==> src/rtl/riscv_pipe_pkg.sv <==
// rtl/riscv_pipe_pkg.sv - shared encodings for the RV32I pipeline hazard logic
package riscv_pipe_pkg;

  localparam int REG_AW = 5;

  localparam logic [1:0] RES_ALU  = 2'b00;
  localparam logic [1:0] RES_LOAD = 2'b01;
  localparam logic [1:0] RES_PC4  = 2'b10;

  localparam logic [1:0] FWD_RF = 2'b00;
  localparam logic [1:0] FWD_W  = 2'b01;
  localparam logic [1:0] FWD_M  = 2'b10;

endpackage

==> src/rtl/hazard_tracker_sat_counter.sv <==
// rtl/hazard_tracker_sat_counter.sv - saturating event counter with synchronous active-low clear
module sat_counter #(
  parameter int CNT_W = 32
) (
  input  logic             clk,
  input  logic             reset,
  input  logic             inc,
  output logic [CNT_W-1:0] count
);

  always_ff @(posedge clk) begin
    if (!reset) begin
      count <= '0;
    end else if (inc && (count != '1)) begin
      count <= count + {{(CNT_W-1){1'b0}}, 1'b1};
    end
  end

endmodule

==> src/rtl/hazard_tracker.sv <==
// rtl/hazard_tracker.sv - forwarding, load-use stall, flush control and hazard counters
module hazard_tracker #(
  parameter int REG_AW = riscv_pipe_pkg::REG_AW,
  parameter int CNT_W  = 32
) (
  input  logic              clk,
  input  logic              reset,
  input  logic [REG_AW-1:0] rs1D,
  input  logic [REG_AW-1:0] rs2D,
  input  logic [REG_AW-1:0] rs1E,
  input  logic [REG_AW-1:0] rs2E,
  input  logic [REG_AW-1:0] rdE,
  input  logic              reg_writeE,
  input  logic [1:0]        result_srcE,
  input  logic              pc_srcE,
  output logic [1:0]        forward_aE,
  output logic [1:0]        forward_bE,
  output logic              stallF,
  output logic              stallD,
  output logic              flushD,
  output logic              flushE,
  output logic [REG_AW-1:0] rdM,
  output logic              reg_writeM,
  output logic [REG_AW-1:0] rdW,
  output logic              reg_writeW,
  output logic [CNT_W-1:0]  stall_cnt,
  output logic [CNT_W-1:0]  flush_cnt
);
  import riscv_pipe_pkg::*;

  logic [1:0] result_srcM;
  logic       lwStall;

  // Shadow M/W stages: Execute never stalls, so these advance every cycle.
  always_ff @(posedge clk) begin
    if (!reset) begin
      rdM         <= '0;
      reg_writeM  <= 1'b0;
      result_srcM <= RES_ALU;
      rdW         <= '0;
      reg_writeW  <= 1'b0;
    end else begin
      rdM         <= rdE;
      reg_writeM  <= reg_writeE;
      result_srcM <= result_srcE;
      rdW         <= rdM;
      reg_writeW  <= reg_writeM;
    end
  end

  always_ff @(posedge clk) begin
    if (reset) begin
      assert (result_srcM inside {RES_ALU, RES_LOAD, RES_PC4})
        else $error("reserved result source reached M");
    end
  end

  always_comb begin
    forward_aE = FWD_RF;
    forward_bE = FWD_RF;
    stallF     = 1'b0;
    stallD     = 1'b0;
    flushD     = 1'b0;
    flushE     = 1'b0;
    lwStall    = (result_srcE == RES_LOAD) && (rdE != '0) && ((rdE == rs1D) || (rdE == rs2D));
    if (reset) begin
      if (reg_writeM && (rdM != '0) && (rdM == rs1E)) begin
        forward_aE = FWD_M;
      end else if (reg_writeW && (rdW != '0) && (rdW == rs1E)) begin
        forward_aE = FWD_W;
      end
      if (reg_writeM && (rdM != '0) && (rdM == rs2E)) begin
        forward_bE = FWD_M;
      end else if (reg_writeW && (rdW != '0) && (rdW == rs2E)) begin
        forward_bE = FWD_W;
      end
      // A taken redirect squashes Decode, so a coincident load-use must not stall.
      stallF = lwStall && !pc_srcE;
      stallD = lwStall && !pc_srcE;
      flushD = pc_srcE;
      flushE = lwStall || pc_srcE;
    end
  end

  sat_counter #(.CNT_W(CNT_W)) u_stall_cnt (
    .clk   (clk),
    .reset (reset),
    .inc   (stallD),
    .count (stall_cnt)
  );

  sat_counter #(.CNT_W(CNT_W)) u_flush_cnt (
    .clk   (clk),
    .reset (reset),
    .inc   (flushD),
    .count (flush_cnt)
  );

endmodule

==> config.mk <==
export PLATFORM = sky130hd
export DESIGN_NAME = hazard_tracker
export DESIGN_NICKNAME = d
export VERILOG_FILES = /design/src/rtl/riscv_pipe_pkg.sv /design/src/rtl/hazard_tracker_sat_counter.sv /design/src/rtl/hazard_tracker.sv
export SDC_FILE = /design/constraint.sdc
export NUM_CORES = 1
export LEC_CHECK = 0
export BUFFER_PORTS_ARGS = -buffer_cell sky130_fd_sc_hd__buf_2
export CAP_MARGIN = 5
export CORE_UTILIZATION = 45
export CTS_CLUSTER_DIAMETER = 60
export DETAILED_ROUTE_END_ITERATION = 16
export HOLD_SLACK_MARGIN = 0.05
export PLACE_DENSITY_LB_ADDON = 0.12
export SLEW_MARGIN = 20
export SYNTH_ARGS = -nofsm -noshare
export SYNTH_HDL_FRONTEND = slang
export SYNTH_SLANG_ARGS = --single-unit
==> constraint.sdc <==
create_clock -name clk -period 2.3 [get_ports clk]
set_input_delay 0.23 -clock clk [delete_from_list [all_inputs] [get_ports clk]]
set_output_delay 0.23 -clock clk [all_outputs]
set_load 0.01 [all_outputs]
### Yosys cells after proc, flatten, opt, wreduce, memory -nomap -nowiden

Index checks and enable logic that the tools add are counted.

* reduce and logical (&&, ||, !) cells: 17
* $add $sub $neg: 2
* multiplexer cells: 9
* equality and inequality tests: 9

Operator list (number)
* $add 32x1->32 const B: 2
* $ne 32x32->1 const B: 2
* $eq 5x5->1: 6
* $reduce_bool 5->1: 3
* $logic_and 1x1->1: 11
* $mux 2: 4
* $mux 1: 5
* $eq 2x1->1 const B: 1
* $logic_or 1x1->1: 2
* $logic_not 1->1: 1

* output and inout port bits: 84
* flip-flop bits (word level): 76
* logic and storage cells: 43

### Depth between registers and ports, before layout

* depth in word-level cells: 6
* gate-level depth with buffers: 8
* mapped depth without buffers: 7

### Modules after synthesis

From an unflattened synthesis, not the netlist that was laid out.

* cell total of the unflattened synthesis: 482
* area total of the unflattened synthesis: 4167.7 um^2

Modules (own cells, without submodules)
* sat_counter: area an instance 1704.1 um^2, cells each 200, sequential area each 640.6 um^2, times used 2
* hazard_tracker: area an instance 759.5 um^2, cells each 82, sequential area each 240.2 um^2, times used 1

### Least setup slack after synthesis

Ideal clock, no wire load.

* kind: reg2reg
* start point: register u_stall_cnt.count[0]
* end point: register u_stall_cnt.count[16]
* buffers on the path: 0
* path slack: 0.159 ns
* setup time: 0.070 ns
* data arrival time: 2.071 ns
* cell stages (with the launch flop): 8
* clock period less this slack: 2.141 ns
* cell sequence: dfxtp_1 ha_1 nand2_1 or3_1 a311oi_2 nand2_1 or3_1 a21oi_1

* word-level cells in the longest chain between the ends: 2
* elaborated cells between the ends (all ways): 3

RTL lines
* start: declaration: line hazard_tracker_sat_counter.sv:8 `output logic [CNT_W-1:0] count`
* start signal: assignment: line hazard_tracker_sat_counter.sv:15 `count <= count + {{(CNT_W-1){1'b0}}, 1'b1};`
* parallel branches: the longest is 2 deep, another holds $add 32x1->32

Parallel ways; which one is timed is not known.
A chain may end at the register's enable or synchronous reset.

### Final worst setup path

* start point: register u_stall_cnt.count[4]
* end point: register u_stall_cnt.count[23]

Same word-level chain as after synthesis.

==> run metrics <==
routed via count=about 3.8k; CP max stage delay=between 400 and 500 ps; Post-DP HPWL=7350 um; top-count cell post-synth=dfxtp_1; share of cells above drive strength 1=30.7%; Simple-Gate Fraction of Synth Area=around a third; Netlist Area Pre-Place=around 3900 um^2; RSZ-0062 raised after global routing=false; type of the tightest min-delay check=input pin to register; max-cap violations=0; Critical Path AT=2450 ps; ANT cells=0; Syn Nets=approximately 480; CP Launch Type=register; Rel. slew slack=around three fifths; # DRC=0; CTS Root Cell=clkbuf_8; vias in the first global route=3297; Place WS=slightly below 70 ps; Crit Path Max Fanout=14; global route overflow=0; Synth Area per Inst=8.71 um^2; fillcell total=roughly 760; CTS max path bufs=2; busiest grt layer=met2; #FFs+latches synth=76; Post-Synth XOR/XNOR Area=between 10 and 15%; starting density of the core=between 40% and 50%; top cells by count, synth=dfxtp_1, nor2_1, xnor2_1, xor2_1, nand3_1; post-synthesis mux area share=1.27%; Pre-Repair DR Iteration Count=4; vias per cell=~5.4; Tmin final=~2200 ps; commonest register cell after synthesis=dfxtp_1; largest family of logic cells by synthesized area=simple AND/OR/NAND/NOR gates; flop2flop setup slack=between 100 and 150 ps; global-route wire length before repair=about 16000 um; Worst EP required=roughly 2600 ps; Hold EP=reg_writeM; final setup vio count=0; Compound-Gate Fraction of Synth Area=about a tenth; final period utilization=95.3%; Syn. warnings=0; core box area=8340 um^2; top cells by area, synth=dfxtp_1, xnor2_1, xor2_1; initial antenna violation count=0; Post-synth EDFFs=0; Initial DRC Count=213; DR WL/cell=about 14 um; Post-Synth Adder-Cell Area=0.637%; CTS tree=done; r2r worst-path depth=6; Crit Path Category=register to register; Crit. path cell count=6; H-tree depth=3; post-route ant nets=0; worst r2r dst=u_stall_cnt.count[23]; total clock sinks=76; FFs w/ async S/R, synth=0%; LEAKAGE=around 2.1 nW; Die X=between 90 and 100 um; DIE AREA=roughly 9100 um^2; met2 GRT Util=around a third; CTS buffer count=9; CTS Hold Bufs=0; GR Util met1=between 30% and 40%; Setup WS post-layout=around 110 ps; Syn-to-layout area delta=28.0%; CP endpoint kind=register; CP Cell Sequence=and3_1 -> nand4_1 -> or4_4 -> nand2b_4 -> or4_1 -> a21oi_1; crit path max-delay cell type=or4_1; Cells on Worst Hold Path=2; Post-Route Skew=a little over 9 ps; I/O pin count=about 120; GR Layer Usage met3=around 4%; row count=33; cell area power density=around 540 nW/um^2; latest clock arrival within the worst-skew pair=around 340 ps; fmax=approximately 0.46 GHz; Hold Vio Cnt, Final=0; synth unique cells=53; Synth Instances=around 450; Layout Nets=between 600 and 700; worst vdd ir=about 0.00029 V; CP bufs+invs=0; RR Startpoint=u_stall_cnt.count[4]; PortBufs=around 110; Synth area leader=dfxtp_1; worst slew pin tran=around 620 ps; delay-heaviest family, CP=simple AND/OR/NAND/NOR gates; DP Cell Count=between 600 and 700; gp weighted congestion=roughly 0.88; Post-Layout Cell Count=approximately 690; Hold Crit Start=reg_writeE; Clk pin slew, worst setup/hold paths=around 70 ps; total negative slack=0 ps; All-Layer GR Usage=between 20% and 30%; area share of the largest cell type after synthesis=between 30% and 40%; largest net degree at the start of global routing=30; status=finished clean; Post-Route WL=a little under 10000 um; Slew Limit Fails=0; Die H=~95 um; Seq/Total Area, Yosys=roughly two fifths
per-stage QoR:
stage | instance area, um^2 | hold WS (ps) | power [mW] | utilization, %
after CTS | 4950 | 99.3 | 2.75 | 59.3
final | 5030 | 116 | 2.73 | 60.3
after global placement | 4710 | 452 | 1.57 | 56.5
after floorplan | 3930 | 357 | 1.49 | -
after detailed placement | 4710 | 455 | 1.57 | 56.5
after global routing | 5030 | 130 | 2.84 | 60.3
worst reg2reg max path, delay by kind of cell, from the launching register on:
| family | cells | cell delay, ps |
|---|---|---|
| AND/OR/NAND/NOR | 5 | 1570 |
| flip-flops | 1 | 390 |
| AO/OA/AOI/OAI | 1 | 160 |
kinds of logic after synthesis:
family,count (synthesis)
adder cells (fa/ha/maj),2
buffers and inverters,22
XOR/XNOR,66
multiplexers,5
AND/OR/NAND/NOR,225
AO/OA/AOI/OAI,55
flip-flops,76
registers in the layout, indices dropped and copies added, names as in the netlist:
signal	count
rdM	5
reg_writeM	1
u_flush_cnt.count	32
u_stall_cnt.count	32
rdW	5
reg_writeW	1
timing repair:
action,in CTS,in global routing
gates resized for setup,1,13
buffers inserted,0,4
pin swaps,0,5
setup endpoints to repair,1,16
how the worst max path moves through the flow:
stage / startpoint / to
3_5_place_dp: u_stall_cnt.count[0] / u_stall_cnt.count[16]
3_3_place_gp: u_stall_cnt.count[0] / u_stall_cnt.count[16]
6_report: u_stall_cnt.count[4] / u_stall_cnt.count[23]
2_1_floorplan: u_stall_cnt.count[0] / u_stall_cnt.count[16]
5_1_grt: u_stall_cnt.count[0] / u_stall_cnt.count[20]
4_1_cts: u_stall_cnt.count[0] / u_stall_cnt.count[16]
metal layers:
layer  wire length [um]  vias to the layer above
li1                   -                     1888
met1               4730                     1740
met2               4270                      128
met3                623                       16
met4                186                        0
met5                  0                        -
area by class of cell:
class                      instances  area, um^2  area share (%)
clock buffer                      12         165            3.28
tap                              105         131            2.61
multi-input combinational        353        2360            46.9
inverter                           5        18.8           0.373
clock inverter                     4        70.1            1.39
timing repair buffer             139         758            15.1
sequential                        76        1530            30.4
where the power goes:
group	internal (mW)	switching (mW)	leakage [nW]	total (mW)
registers	1.33	0.0182	0.617	1.35
logic	0.0863	0.111	1.37	0.197
clock network	0.697	0.488	0.122	1.18
total	2.11	0.617	2.10	2.73
layout by cell type (no fill, tap or decap), types with 5 or more instances in the layout:
cell type	count
dfxtp_1	70
nand4_1	18
o21ai_0	14
nor4_1	8
nand2b_1	7
or4_1	11
and2_1	18
nor2_1	50
nand3_1	32
dfxtp_2	6
buf_2	114
and3_1	6
o31ai_1	5
xor2_1	33
mux2i_1	5
clkbuf_8	12
or3_1	11
xnor2_1	33
and4_1	9
a21oi_1	15
buf_4	25
nand2_1	30
(Power assumes the default switching activity.)
